File: config.mk
export PLATFORM = sky130hd
export DESIGN_NAME = ps2_key_decoder
export DESIGN_NICKNAME = d
export VERILOG_FILES = /design/src/rtl/ps2_key_pkg.sv /design/src/rtl/ps2_line_filter.sv /design/src/rtl/ps2_key_decoder.sv
export SDC_FILE = /design/constraint.sdc
export NUM_CORES = 1
export LEC_CHECK = 0
export ABC_AREA = 1
export BUFFER_PORTS_ARGS = -buffer_cell sky130_fd_sc_hd__buf_2
export CORE_ASPECT_RATIO = 0.7
export CORE_MARGIN = 1.5
export CORE_UTILIZATION = 59
export CTS_CLUSTER_SIZE = 20
export DETAILED_ROUTE_END_ITERATION = 16
export GPL_TIMING_DRIVEN = 1
export PLACE_DENSITY = 0.78
export REMOVE_ABC_BUFFERS = 1
export SLEW_MARGIN = 0
export SYNTH_ARGS = -nofsm -noshare
export SYNTH_HDL_FRONTEND = slang
export SYNTH_HIERARCHICAL = 1
export SYNTH_SLANG_ARGS = --single-unit
export TNS_END_PERCENT = 20
File: constraint.sdc
create_clock -name clk_sys -period 1.5 [get_ports clk_sys]
set_input_delay 0.15 -clock clk_sys [delete_from_list [all_inputs] [get_ports clk_sys]]
set_output_delay 0.15 -clock clk_sys [all_outputs]
set_load 0.02 [all_outputs]
File: src/rtl/ps2_key_pkg.sv
// Shared types and constants for the PS/2 keyboard decoder.
// The optional odd-parity check is enabled with PS2_KEY_PARITY_CHECK_EN.
package ps2_key_pkg;

  typedef enum logic [1:0] {
    S_IDLE   = 2'd0,
    S_DATA   = 2'd1,
    S_PARITY = 2'd2,
    S_STOP   = 2'd3
  } ps2_state_e;

  localparam logic [7:0] PS2_PREFIX_EXT = 8'hE0;
  localparam logic [7:0] PS2_PREFIX_BRK = 8'hF0;

  localparam int KEY_EXT     = 8;
  localparam int KEY_PRESSED = 9;
  localparam int KEY_TOGGLE  = 10;

endpackage

File: src/rtl/ps2_line_filter.sv
// 2-FF synchroniser plus FILTER_LEN-deep agreement filter for one PS/2 line.
// Emits the filtered level and a one-cycle pulse on each filtered 1->0 edge.
module ps2_line_filter #(
  parameter int FILTER_LEN = 8
) (
  input  logic clk_sys,
  input  logic reset_n,
  input  logic line_i,
  output logic level_o,
  output logic fall_o
);

  logic [1:0]            sync_q;
  logic [FILTER_LEN-1:0] shift_q;
  logic                  level_q;
  logic                  fall_q;

  // NOTE: idle PS/2 lines float high, so every stage resets to 1; a reset
  // value of 0 would look like a falling clock edge right after reset.
  always_ff @(posedge clk_sys or negedge reset_n) begin
    if (!reset_n) begin
      sync_q  <= '1;
      shift_q <= '1;
      level_q <= 1'b1;
      fall_q  <= 1'b0;
    end else begin
      sync_q  <= {sync_q[0], line_i};
      shift_q <= {shift_q[FILTER_LEN-2:0], sync_q[1]};
      fall_q  <= 1'b0;
      // The level moves only once the whole window agrees.
      if (&shift_q) begin
        level_q <= 1'b1;
      end else if (~|shift_q) begin
        level_q <= 1'b0;
        fall_q  <= level_q;
      end
    end
  end

  assign level_o = level_q;
  assign fall_o  = fall_q;

endmodule

File: src/rtl/ps2_key_decoder.sv
// PS/2 device-to-host frame receiver and make/break decoder producing ps2_key.
// Define PS2_KEY_PARITY_CHECK_EN to reject frames with a bad odd-parity bit.
module ps2_key_decoder
  import ps2_key_pkg::*;
#(
  parameter int TIMEOUT_CYCLES = 24000,
  parameter int FILTER_LEN     = 8
) (
  input  logic        clk_sys,
  input  logic        reset_n,
  input  logic        ps2_clk_in,
  input  logic        ps2_data_in,
  output logic [10:0] ps2_key,
  output logic        frame_err
);

  localparam int TW = $clog2(TIMEOUT_CYCLES + 1);
  localparam logic [TW-1:0] TIMER_LAST = TW'(TIMEOUT_CYCLES - 1);

  logic clk_level;
  logic clk_fall;
  logic bit_evt;
  logic data_s;

  ps2_line_filter #(
    .FILTER_LEN(FILTER_LEN)
  ) u_clk_filter (
    .clk_sys (clk_sys),
    .reset_n (reset_n),
    .line_i  (ps2_clk_in),
    .level_o (clk_level),
    .fall_o  (clk_fall)
  );

  logic [1:0] data_sync_q;

  always_ff @(posedge clk_sys or negedge reset_n) begin
    if (!reset_n) begin
      data_sync_q <= '1;
    end else begin
      data_sync_q <= {data_sync_q[0], ps2_data_in};
    end
  end

  assign data_s  = data_sync_q[1];
  // The fall pulse always coincides with a low filtered level.
  assign bit_evt = clk_fall && !clk_level;

  ps2_state_e    state_q, state_d;
  logic [7:0]    shift_q, shift_d;
  logic [2:0]    count_q, count_d;
  logic          ext_q, ext_d;
  logic          brk_q, brk_d;
  logic [10:0]   key_q, key_d;
  logic          err_q, err_d;
  logic [TW-1:0] timer_q, timer_d;
  logic          stop_bad;

`ifdef PS2_KEY_PARITY_CHECK_EN
  logic parity_q, parity_d;

  always_ff @(posedge clk_sys or negedge reset_n) begin
    if (!reset_n) begin
      parity_q <= 1'b0;
    end else begin
      parity_q <= parity_d;
    end
  end

  assign parity_d = (bit_evt && state_q == S_PARITY) ? data_s : parity_q;
  assign stop_bad = !data_s || !(^{shift_q, parity_q});
`else
  assign stop_bad = !data_s;
`endif

  // NOTE: every next-state signal gets a default before the case so that
  // no path leaves it unassigned, which would otherwise infer a latch.
  always_comb begin
    state_d = state_q;
    shift_d = shift_q;
    count_d = count_q;
    ext_d   = ext_q;
    brk_d   = brk_q;
    key_d   = key_q;
    err_d   = 1'b0;
    timer_d = timer_q + TW'(1);

    if (state_q == S_IDLE || bit_evt) begin
      timer_d = '0;
    end

    if (bit_evt) begin
      case (state_q)
        S_IDLE: begin
          if (!data_s) begin
            state_d = S_DATA;
            count_d = 3'd0;
          end
        end
        S_DATA: begin
          shift_d = {data_s, shift_q[7:1]};
          count_d = count_q + 3'd1;
          if (count_q == 3'd7) begin
            state_d = S_PARITY;
          end
        end
        S_PARITY: begin
          state_d = S_STOP;
        end
        S_STOP: begin
          state_d = S_IDLE;
          if (stop_bad) begin
            err_d = 1'b1;
            ext_d = 1'b0;
            brk_d = 1'b0;
          end else if (shift_q == PS2_PREFIX_EXT) begin
            ext_d = 1'b1;
          end else if (shift_q == PS2_PREFIX_BRK) begin
            brk_d = 1'b1;
          end else begin
            key_d = {~key_q[KEY_TOGGLE], ~brk_q, ext_q, shift_q};
            ext_d = 1'b0;
            brk_d = 1'b0;
          end
        end
        default: state_d = S_IDLE;
      endcase
    end else if (state_q != S_IDLE && timer_q == TIMER_LAST) begin
      // A stalled frame is abandoned along with any pending prefix.
      state_d = S_IDLE;
      err_d   = 1'b1;
      ext_d   = 1'b0;
      brk_d   = 1'b0;
      timer_d = '0;
    end
  end

  always_ff @(posedge clk_sys or negedge reset_n) begin
    if (!reset_n) begin
      state_q <= S_IDLE;
      shift_q <= '0;
      count_q <= '0;
      ext_q   <= 1'b0;
      brk_q   <= 1'b0;
      key_q   <= '0;
      err_q   <= 1'b0;
      timer_q <= '0;
    end else begin
      state_q <= state_d;
      shift_q <= shift_d;
      count_q <= count_d;
      ext_q   <= ext_d;
      brk_q   <= brk_d;
      key_q   <= key_d;
      err_q   <= err_d;
      timer_q <= timer_d;
    end
  end

  assign ps2_key   = key_q;
  assign frame_err = err_q;

endmodule

After elaboration in Yosys (flattened, before gate mapping):

Cells that the tools add are included.

* muxes and demuxes: 29
* eq/ne operators: 14
* bitwise logic cells: 4
* reduce and logical (&&, ||, !) cells: 16
* $add $sub $neg: 2

Operators with widths (number)
* 2-to-1 mux 15 bit: 3
* 2-to-1 mux 1 bit: 19
* == test 8 bit (second input constant): 2
* adder 15 x 1 -> 15 bit (second input constant): 1
* == test 15 bit (second input constant): 1
* AND reduction 3 bit: 4
* != test 3 bit (second input constant): 3
* 2-to-1 mux 2 bit: 4
* case mux 2 bit (4 select lines): 1
* AND reduction 8 bit: 1
* OR reduction 8 bit: 1
* case mux 3 bit (2 select lines): 1
* nonzero test 2 bit: 3
* AND reduction 5 bit: 1
* == test 2 bit (second input constant): 2
* != test 2 x 1 -> 1 bit (second input constant): 2
* != test 4 bit (second input constant): 1
* NOT 1 bit: 4
* adder 3 x 1 -> 3 bit (second input constant): 1
* == test 3 bit (second input constant): 1
* 2-to-1 mux 3 bit: 1
* == test 2 x 1 -> 1 bit (second input constant): 1
* logical AND 1 bit: 2
* logical NOT 2 bit: 1
* 4 further kinds: 4

* input port bits: 4
* register bits: 56
* word-level logic and storage cells: 78

Depth between registers and ports, before layout:

Gate-level depths: netlist (run 1).

* depth in word-level cells: 6
* mapped depth: 9
* mapped depth without buffers: 9

Hierarchy:

The synthesis (run 1) kept the hierarchy.

Modules (own cells, without submodules)
* ps2_key_decoder: instances 1, area an instance 2189.6 um2, cells an instance 245, seq. area each 1103.6 um2
* ps2_line_filter: instances 1, area an instance 392.9 um2, cells an instance 30, seq. area each 314.1 um2

Worst setup path before layout (run 1):

No wires, ideal clock.

* path type: flip-flop to flip-flop
* start: register state_q[0]
* end: register count_q[2]
* path buffers: 0
* required time: 1.378 ns
* setup slack: 0.143 ns
* arrival: 1.236 ns
* period minus slack after synthesis: 1.357 ns
* library setup time: 0.122 ns
* stages on the path, launching flop included: 8
* cell sequence: dfrtp_1 > inv_1 > ha_1 > nand2_1 > o21ai_0 > nor2_1 > inv_1 > a32o_1

* cells in the longest elaborated chain, start to end: 3
* elaborated cells on any way between the ends: 6

Ends and longest elaborated chain
* start: declaration: line ps2_key_decoder.sv:49 `ps2_state_e state_q, state_d;`
* start signal: assignment: line ps2_key_decoder.sv:149 `state_q <= state_d;`
* == test 2 x 1 -> 1 bit / logical NOT 2 bit (equally long branches): line ps2_key_decoder.sv:93 `case (state_q)`
* nonzero test 2 bit (no line) / != test 2 bit (equally long branches)
* AND reduction 3 bit (no line)
* end signal: assignment: line ps2_key_decoder.sv:151 `count_q <= count_d;`
* end: declaration: line ps2_key_decoder.sv:51 `logic [2:0] count_q, count_d;`

Parallel ways exist; a longest one is shown, timed or not.
A chain may end at the register's enable or synchronous reset.

Final worst setup path (run 1):

* start: register state_q[0]
* end: register count_q[1]

Same word-level chain as after synthesis.

==> results by group, run 1 <==
GRT
  – GRT Max-Usage Layer: met1
  – Global-route wire length before repair: 7.245 mm
  – GR Util All Layers: 20.16%
  – Met2 Usage GRT: between 20% and 30%
  – GR Layer Usage met1: 31.02%
  – Initial antenna violation count: 0
  – Total grt overflow: 0
  – Number of global-route vias before repair: 1641
  – Largest net degree at the start of global routing: 57
  – GRT met3 Usage: 5.426%

Cells and area
  – Share of cells above drive strength 1: 27.83%
  – Area of the multi-input gates: between 0.001 and 0.0015 mm2
  – FILL cells: 302
  – N_diodes: 0
  – Finished Core Util: between 70% and 80%
  – Area Overhead vs Synth: 14.44%
  – Most common cell after layout, fill and taps aside: nand2_1
  – Cell Count, Final, Fillers Out: 361
  – Commonest non-fill, non-tap cells in the layout: nand2_1 (61), dfrtp_1 (43), nor2_1 (33), inv_1 (27), buf_2 (15)
  – Register Area: about 0.0014 mm2
  – Nets: 319
  – Final instance area: 0.002955 mm2

Timing
  – Fmax: between 600 and 700 MHz
  – Worst Tran Pin Value: 0.2817 ns
  – Slew margin rel.: between 80% and 90%
  – WHS: around 0.36 ns
  – RSZ-0062 raised after global routing: yes
  – Final period util: a little over nine tenths
  – Minimum clock period after layout: ~1.5 ns
  – Hold Vio Cnt, Final: 0
  – Final Worst Setup Slack: around 0.036 ns
  – Total negative slack: 0 ns
  – Setup Viol. Count Final: 0
  – Fin. max-slew vios: 0
  – Layout Skew: 0.004590 ns

CTS
  – CTS tree: yes
  – Clk_lat worst skew: just over 0.3 ns
  – CTS Sinks: 56
  – Bufs on Longest Clock Path: 2
  – Root buffer cell: clkbuf_8
  – H-Tree Depth: 2
  – Clock-pin slew on the worst setup and hold paths: between 0.1 and 0.15 ns
  – Total CTS buffers: 5

Place
  – Placed cells: approximately 350
  – Post-DP HPWL: 3.144 mm
  – RePlAce Congestion: approximately 0.86
  – Port Buf Inserts: 15
  – Area post-placement: 0.002756 mm2
  – Worst slack, placed: 0.02060 ns

Die
  – Die X: ~82 um
  – Die area: about 0.0048 mm2
  – Num rows: 19
  – Core footprint: between 0.004 and 0.005 mm2
  – I/O pin total: 16
  – Initial Utilization: between 60% and 70%
  – Die Y: ~58 um

Synth
  – Unique masters post-synth: 28
  – Largest family of logic cells by synthesized area: simple AND/OR/NAND/NOR gates
  – Adder-Cell Fraction of Synth Area: under 10%
  – Register area share after synthesis: between 50% and 60%
  – Post-synthesis simple-gate area fraction: 24.37%
  – Compound-Gate Fraction of Synth Area: approximately 7.8%
  – Multiplexer share of the synthesized area: 0%
  – Post-synthesis xor/xnor area fraction: under 10%
  – Cell count after synthesis: approximately 280
  – #FFs+latches synth: 56
  – Top FF cell, synth: dfrtp_1
  – Syn_area_per_cell: 9.391 um2
  – Post-synth EDFFs: 0
  – Share of flip-flops with an asynchronous set or reset: between 90% and 100%
  – Synth Cell Area: ~0.0026 mm2
  – Yosys Warn Count: 6

Power
  – Design Power: around 2.5 mW
  – Pleak: 1.316 nW
  – Peak VDD IR: 0.5681 mV
  – Power Dens Cells: about 850 mW/mm2

Outcome
  – Status: finished, final reports clean

Worst setup path
  – Endpoint class of the critical path: flop
  – Critical path class: flop to flop
  – CP arrival: about 1.7 ns
  – CP startpoint kind: flop
  – Critical-path maximum fanout: 4
  – CP required: approximately 1.7 ns

Routing
  – Via count: about 1.9k
  – Residual DRC: 0
  – First drt pass iteration count: 4
  – Wire per inst: approximately 12 um
  – Detail Route Antenna Nets: 0
  – Initial drt markers: 110
  – Routed wire length: approximately 4.5 mm
  – Vias per cell: ~5.2

Job
  – Max capacitance violation total: 0

Min path
  – Min-Delay Path Class: input pin to asynchronous set/reset pin
-- worst paths after layout --
| kind | slack (ns) | to | cells past startpoint | start |
|---|---|---|---|---|
| setup / recovery | 0.04 | count_q[1]$_DFFE_PN0P_ | 7 | state_q[0]$_DFFE_PN0P_ |
| hold / removal | 0.36 | ps2_key[2]$_DFFE_PN0P_ | 3 | reset_n |
| setup reg to reg | 0.04 | count_q[1]$_DFFE_PN0P_ | 7 | state_q[0]$_DFFE_PN0P_ |
| hold reg to reg | 0.36 | u_clk_filter/shift_q[0]$_DFF_PN1_ | 0 | u_clk_filter/sync_q[1]$_DFF_PN1_ |
| max in group asynchronous | 0.85 | data_sync_q[0]$_DFF_PN1_ | 3 | reset_n |
| min in group clk_sys | 0.36 | u_clk_filter/shift_q[0]$_DFF_PN1_ | 0 | u_clk_filter/sync_q[1]$_DFF_PN1_ |
-- cell usage after synthesis (3+ instances only) --
| library cell | count | area share, % |
|---|---|---|
| o21ai_0 | 11 | 2.1 |
| ha_1 | 7 | 3.4 |
| nand3_1 | 11 | 2.1 |
| nor2_4 | 4 | 1.7 |
| a21oi_1 | 4 | 0.78 |
| nand2_2 | 5 | 1.2 |
| dfrtp_1 | 43 | 42 |
| nand2_1 | 63 | 9.2 |
| nor2_1 | 35 | 5.1 |
| nor3_1 | 3 | 0.58 |
| nand4_1 | 4 | 0.97 |
| inv_1 | 27 | 3.9 |
| xor2_1 | 8 | 2.7 |
| xnor2_1 | 3 | 1.0 |
| dfstp_2 | 13 | 13 |
| nand3_2 | 3 | 1.2 |
| inv_2 | 5 | 0.73 |
| o21ai_2 | 10 | 3.4 |
| nor2_2 | 4 | 0.97 |
-- registers in the layout, summed over array words and instances, names as in the netlist, 2 cells and up --
| register | flops |
|---|---|
| data_sync_q | 2 |
| count_q | 3 |
| state_q | 2 |
| u_clk_filter/sync_q | 2 |
| ps2_key | 11 |
| shift_q | 8 |
| timer_q | 15 |
| u_clk_filter/shift_q | 8 |
-- final cells by class --
class                   count  area share, %
flip-flops and latches     56          47.97
clock inverters             3         0.9738
multi-input cells         184          35.56
well taps                  52          2.202
inverters                  32          4.064
clock buffers               5          2.329
repair buffers             29          6.901
-- where the power goes --
part	switching [mW]	internal [mW]
logic	0.0478	0.0261
clock network	0.526	0.354
registers	0.0148	1.54
total	0.588	1.92
-- timing repair --
item | in CTS | in global routing
endpoints found under the hold margin | 45 | 0
setup endpoints to repair | 0 | 29
buffers inserted | 0 | 4
hold buffers | 3 | 0
gates resized for setup | 0 | 8
-- layer usage --
metal	share of wire, %	up-vias
li1	-	944
met1	52	888
met2	43	47
met3	5.4	4
met4	0.47	0
met5	0	-
-- logic make-up (layout without fill, tap and decap cells) --
| group | after synthesis | count (layout) |
|---|---|---|
| AO/OA/AOI/OAI | 30 | 30 |
| XOR/XNOR | 11 | 11 |
| AND/OR/NAND/NOR | 135 | 136 |
| adder cells (fa/ha/maj) | 7 | 7 |
| buffers and inverters | 36 | 69 |
| flip-flops | 56 | 56 |
-- critical path: stages (launching register included) --
cell     delay (ns)
dfrtp_1        0.42
inv_1          0.08
ha_1           0.25
nand2_1        0.09
o21ai_0        0.09
nor2_1         0.15
inv_1          0.08
a32o_1         0.20
Note: power is estimated with default switching activity, not from simulation.
==> run 2: changes to the inputs <==
--- a/config.mk
+++ b/config.mk
@@ -9,11 +9,10 @@
 export BUFFER_PORTS_ARGS = -buffer_cell sky130_fd_sc_hd__buf_2
 export CORE_ASPECT_RATIO = 0.7
 export CORE_MARGIN = 1.5
-export CORE_UTILIZATION = 59
+export CORE_UTILIZATION = 30
 export CTS_CLUSTER_SIZE = 20
 export DETAILED_ROUTE_END_ITERATION = 16
 export GPL_TIMING_DRIVEN = 1
-export PLACE_DENSITY = 0.78
 export REMOVE_ABC_BUFFERS = 1
 export SLEW_MARGIN = 0
 export SYNTH_ARGS = -nofsm -noshare
==> run 2 against run 1 <==
Against the previous run:
- fmax grew 2.9%
- global-route usage shrank 8.4 points
- sequential share of layout area shrank 2.4 points
- final cell count grew 15%
- largest cell class unchanged
- largest power group unchanged
==> results by group, run 2 (synthesized netlist as in run 1, its figures left out) <==
Place
  – RePlAce Congestion: 0.7808
  – Post-DP HPWL: roughly 3.3 mm
  – Port Buf Inserts: 15
  – Worst slack, placed: between 0.02 and 0.025 ns

Job
  – Max capacitance violation total: 0

Cells and area
  – FILL cells: ~840
  – N_diodes: 0
  – Max reg flops: 15
  – Share of cells above drive strength 1: between 20% and 30%
  – Commonest non-fill, non-tap cells in the layout: nand2_1 (62), dfrtp_1 (43), nor2_1 (34), inv_1 (26), buf_2 (15)
  – Area Overhead vs Synth: 20.49%
  – Most common cell after layout, fill and taps aside: nand2_1
  – Finished Core Util: between 30% and 40%
  – Reg with most FFs: timer_q
  – Nets: 320

Power
  – Int Power: 2.239 mW
  – Pleak: approximately 1.3 nW
  – Peak VDD IR: roughly 0.43 mV
  – Sequential fraction of design power: a little over half
  – Power share of the clock group: a little over two fifths
  – Sw frac: 21.25%
  – Power Dens Cells: between 900 and 1000 mW/mm2
  – Psw: around 0.60 mW
  – Comb pwr share: approximately 2.6%

CTS
  – Clk_lat worst skew: between 0.2 and 0.3 ns
  – CTS Sinks: 56
  – Clock-pin slew on the worst setup and hold paths: approximately 0.07 ns
  – Total CTS buffers: 5
  – CTS tree: yes
  – Bufs on Longest Clock Path: 2
  – H-Tree Depth: 2
  – Root buffer cell: clkbuf_16

Timing
  – Slew margin rel.: 81.72%
  – Minimum clock period after layout: 1.423 ns
  – WHS: about 0.27 ns
  – Layout Skew: between 0.008 and 0.009 ns
  – Worst Tran Pin Value: 0.2742 ns
  – Final Worst Setup Slack: just under 0.08 ns
  – Hold Vio Cnt, Final: 0
  – Final period util: a little over nine tenths
  – Setup Viol. Count Final: 0
  – Fmax: roughly 700 MHz
  – RSZ-0062 raised after global routing: yes
  – Fin. max-slew vios: 0

GRT
  – Total grt overflow: 0
  – Largest net degree at the start of global routing: 47
  – GRT Max-Usage Layer: met2
  – Met2 Usage GRT: ~17%
  – Number of global-route vias before repair: ~1.8k
  – Initial antenna violation count: 0
  – GRT met3 Usage: under 10%
  – GR Layer Usage met1: 16.59%
  – Global-route wire length before repair: 8.473 mm
  – GR Util All Layers: 11.73%

Routing
  – Routed wire length: 4.781 mm
  – Wire per inst: 11.52 um
  – Residual DRC: 0
  – First drt pass iteration count: 4
  – Detail Route Antenna Nets: 0
  – Vias per cell: roughly 4.4
  – Via count: 1821
  – Initial drt markers: 67

Worst setup path
  – FF-to-FF End: count_q[1]$_DFFE_PN0P_
  – Reg2Reg Depth: 6
  – Slack of the worst reg-to-reg path: ~0.077 ns
  – CP startpoint kind: flop
  – CP required: around 1.7 ns
  – Critical path class: flop to flop
  – CP arrival: around 1.6 ns
  – Reg2reg start: state_q[0]$_DFFE_PN0P_
  – Critical-path maximum fanout: 7
  – Endpoint class of the critical path: flop

Die
  – I/O pin total: 16
  – Die area: between 0.009 and 0.01 mm2
  – Num rows: 28
  – Die X: approximately 110 um
  – Die Y: 80.63 um
  – Initial Utilization: a little under a third
  – Core footprint: 0.008408 mm2

Min path
  – Min-Delay Path Class: input pin to asynchronous set/reset pin

Outcome
  – Status: finished, final reports clean
[run 2: cell count changes in the layout (fill, tap and decap cells not counted), sizes merged]
cell and delta:
clkbuf +1, clkinv +1, buf +1, inv -2
[run 2: power groups by stage]
stage | clock network, mW | registers (mW) | logic [mW]
2_1_floorplan | 0 | 1.58 | 0.0208
3_3_place_gp | 0 | 1.59 | 0.0699
3_5_place_dp | 0 | 1.59 | 0.0719
4_1_cts | 1.25 | 1.56 | 0.0782
5_1_grt | 1.31 | 1.56 | 0.0883
6_report | 1.21 | 1.56 | 0.0746
[run 2: worst max-delay path: stages (launching register included)]
cell and delay (ns):
dfrtp_1 0.41, buf_4 0.15, ha_1 0.22, inv_1 0.07, nor2_2 0.05, buf_4 0.16, a32o_1 0.24
[run 2: final cells by class]
type	count	area, um2	area share, %
Clock buffer	6	138.9	4.463
Clock inverter	2	13.76	0.4423
Inverter	32	120.1	3.860
Multi-Input combinational cell	184	1082	34.78
Sequential cell	56	1418	45.56
Tap cell	105	131.4	4.222
Timing Repair Buffer	30	207.7	6.675
[run 2: stage by stage]
step | area (um2) | std cells | TNS [ns] | power (mW)
4_1_cts | 3020 | 411 | -0.0008448 | 2.885
6_report | 3112 | 415 | 0 | 2.843
2_1_floorplan | 2551 | 271 | -0.8246 | 1.605
3_3_place_gp | 2838 | 400 | 0 | 1.656
3_5_place_dp | 2838 | 400 | 0 | 1.659
5_1_grt | 3112 | 415 | -0.02250 | 2.964
[run 2: how the worst max path moves through the flow]
stage,from,to
2_1_floorplan,state_q[1]$_DFFE_PN0P_,state_q[0]$_DFFE_PN0P_
3_3_place_gp,timer_q[1]$_DFF_PN0_,timer_q[8]$_DFF_PN0_
3_5_place_dp,timer_q[1]$_DFF_PN0_,state_q[0]$_DFFE_PN0P_
4_1_cts,timer_q[1]$_DFF_PN0_,state_q[1]$_DFFE_PN0P_
5_1_grt,shift_q[3]$_DFFE_PN0P_,ext_q$_DFFE_PN0P_
6_report,state_q[0]$_DFFE_PN0P_,count_q[1]$_DFFE_PN0P_
[run 2: timing repair]
| item | CTS | global route |
|---|---|---|
| setup buffers | 0 | 3 |
| endpoints found under the hold margin | 12 | 0 |
| pin swaps | 0 | 2 |
| endpoints found under the setup margin | 1 | 34 |
| resized for setup | 0 | 13 |
| hold buffers | 3 | 0 |
| gates cloned | 0 | 1 |
[run 2: per-layer routing]
metal | part of all wire (%) | wire length, um
met3 | 3.1 | 147
met5 | 0 | 0
met4 | 1.3 | 61
met1 | 54 | 2560
met2 | 42 | 2011
==> run 3: changes to the inputs <==
--- a/config.mk
+++ b/config.mk
@@ -13,6 +13,7 @@
 export CTS_CLUSTER_SIZE = 20
 export DETAILED_ROUTE_END_ITERATION = 16
 export GPL_TIMING_DRIVEN = 1
+export PLACE_DENSITY = 0.48
 export REMOVE_ABC_BUFFERS = 1
 export SLEW_MARGIN = 0
 export SYNTH_ARGS = -nofsm -noshare
==> run 3 against run 2 <==
Against the previous run:
- utilization grew 0.060 points
- sequential power is essentially flat
- hold slack gained 0.091 ns
- wire length grew 4.6%
- first-iteration DRC count grew 57%
- sequential share of layout area shrank 0.073 points
- final area grew 0.16%
- critical endpoint is now ps2_key[10]$_DFFE_PN0P_
- via count shrank 1.4%
- clock power grew 11%
==> results by group, run 3 (synthesized netlist as in run 1, its figures left out) <==
Outcome
  – Status: finished, final reports clean

Timing
  – RSZ-0062 raised after global routing: yes
  – Hold Vio Cnt, Final: 0
  – Final Worst Setup Slack: 0.06418 ns
  – Final period util: ~96%
  – Worst Tran Pin Value: about 0.3 ns
  – Fmax: a little under 700 MHz
  – Minimum clock period after layout: around 1.4 ns
  – Fin. max-slew vios: 0
  – Slew margin rel.: 80.10%
  – Setup Viol. Count Final: 0
  – Layout Skew: around 0.0074 ns

Cells and area
  – Max reg flops: 15
  – Most common cell after layout, fill and taps aside: nand2_1
  – Nets: around 320
  – N_diodes: 0
  – FILL cells: about 860
  – Reg with most FFs: timer_q
  – Cell Count, Final, Fillers Out: 413
  – Commonest non-fill, non-tap cells in the layout: nand2_1 (61), dfrtp_1 (43), nor2_1 (35), inv_1 (26), buf_2 (15)
  – Share of cells above drive strength 1: 28.25%
  – Area Overhead vs Synth: 20.69%
  – Final instance area: 0.003117 mm2

Die
  – Die area: 0.009183 mm2
  – I/O pin total: 16
  – Die Y: 80.63 um
  – Initial Utilization: between 30% and 40%
  – Num rows: 28
  – Die X: ~110 um
  – Core footprint: 0.008408 mm2

CTS
  – Clk_lat worst skew: just under 0.3 ns
  – H-Tree Depth: 2
  – Root buffer cell: clkbuf_16
  – Bufs on Longest Clock Path: 2
  – CTS Sinks: 56
  – Total CTS buffers: 5
  – Clock-pin slew on the worst setup and hold paths: 0.07 ns
  – CTS tree: yes

Worst setup path
  – Crit-path cells: inv_2, nor2_4, inv_2, nor2_4, nand3_4, nand2_2, nand2_2
  – Reg2Reg Depth: 7
  – Top delay family on crit path: simple AND/OR/NAND/NOR gates
  – FF-to-FF End: ps2_key[10]$_DFFE_PN0P_
  – CP required: between 1.5 and 2 ns
  – Worst setup path start: data_sync_q[1]$_DFF_PN1_
  – Critical-path maximum fanout: 10
  – Critical path class: flop to flop
  – Slowest-stage cell, CP: dfstp_2
  – WP depth: 7
  – Endpoint class of the critical path: flop
  – Max stage delay on crit path: 0.54 ns
  – CP arrival: 1.63 ns
  – CP endpoint: ps2_key[10]$_DFFE_PN0P_
  – Slack of the worst reg-to-reg path: 0.06 ns
  – Reg2reg start: data_sync_q[1]$_DFF_PN1_
  – CP startpoint kind: flop
  – Worst Path Buf+Inv: 2

Routing
  – Routed wire length: ~5 mm
  – Initial drt markers: approximately 110
  – Detail Route Antenna Nets: 0
  – Residual DRC: 0
  – Wire per inst: roughly 12 um
  – Vias per cell: ~4.3
  – First drt pass iteration count: 4
  – Via count: about 1.8k

GRT
  – Total grt overflow: 0
  – Largest net degree at the start of global routing: 57
  – GR Util All Layers: 12.41%
  – Initial antenna violation count: 0
  – Global-route wire length before repair: 8.763 mm
  – Number of global-route vias before repair: approximately 1.8k

Power
  – Pleak: between 1 and 1.5 nW
  – Design Power: about 3 mW
  – Peak VDD IR: around 0.59 mV
  – Power Dens Cells: 952.9 mW/mm2

Place
  – Area post-placement: about 0.0028 mm2
  – Worst slack, placed: -0.008586 ns
  – RePlAce Congestion: between 0.7 and 0.8
  – Post-DP HPWL: ~3.3 mm
  – Port Buf Inserts: 15
  – Placed cells: ~400

Job
  – Max capacitance violation total: 0

Min path
  – Min-Delay Path Class: flop to flop
-- run 3: cell count changes in the layout (fill, tap and decap cells not counted), sizes merged --
| cell | change |
|---|---|
| buf | -2 |
| inv | -1 |
| clkbuf | -1 |
| bufinv | +1 |
| clkinvlp | +1 |
-- run 3: how the worst min path moves through the flow --
stage / slack (ns) / endpoint / start / cells past startpoint
final: 0.36 / u_clk_filter/shift_q[0]$_DFF_PN1_ / u_clk_filter/sync_q[1]$_DFF_PN1_ / 0
after CTS: 0.36 / data_sync_q[1]$_DFF_PN1_ / data_sync_q[0]$_DFF_PN1_ / 0
after detailed placement: 0.18 / timer_q[10]$_DFF_PN0_ / reset_n / 2
after floorplan: -0.15 / brk_q$_DFFE_PN0P_ / reset_n / 0
after global placement: 0.18 / timer_q[10]$_DFF_PN0_ / reset_n / 2
after global routing: 0.36 / data_sync_q[1]$_DFF_PN1_ / data_sync_q[0]$_DFF_PN1_ / 0
-- run 3: metrics by stage --
stage / hold slack [ns] / util (%) / TNS, ns
2_1_floorplan: -0.1456 / - / -0.8246
3_3_place_gp: 0.1793 / 33.48 / 0
3_5_place_dp: 0.1809 / 33.48 / -0.02120
4_1_cts: 0.3584 / 36.04 / -0.005771
5_1_grt: 0.3591 / 37.07 / -0.05420
6_report: 0.3571 / 37.07 / 0
-- run 3: layout make-up --
type | instances | area [um2] | area share (%)
inverter | 32 | 120.1 | 3.854
multi-input combinational | 184 | 1084 | 34.77
timing repair buffer | 28 | 196.4 | 6.303
clock buffer | 5 | 125.1 | 4.014
sequential | 56 | 1418 | 45.48
clock inverter | 3 | 42.54 | 1.365
tap | 105 | 131.4 | 4.215
-- run 3: report_power, final --
group / switching, mW / internal, mW / total (mW)
Combinational: 0.0490 / 0.0263 / 0.0754
Sequential: 0.0138 / 1.54 / 1.56
Clock: 0.551 / 0.786 / 1.34
Total: 0.614 / 2.36 / 2.97
-- run 3: repair_timing --
item,CTS,global route
pin swaps,0,3
endpoints found under the setup margin,11,31
setup buffers,0,4
gates resized for setup,1,13
hold buffers,3,0
cloned,1,0
endpoints found under the hold margin,45,0
-- run 3: metal layers --
layer / track usage (%) / part of all wire (%)
met5: 0 / 0
met4: 3.750 / 0.78
met3: 3.698 / 3.2
met2: 16.93 / 41
met1: 18.52 / 55
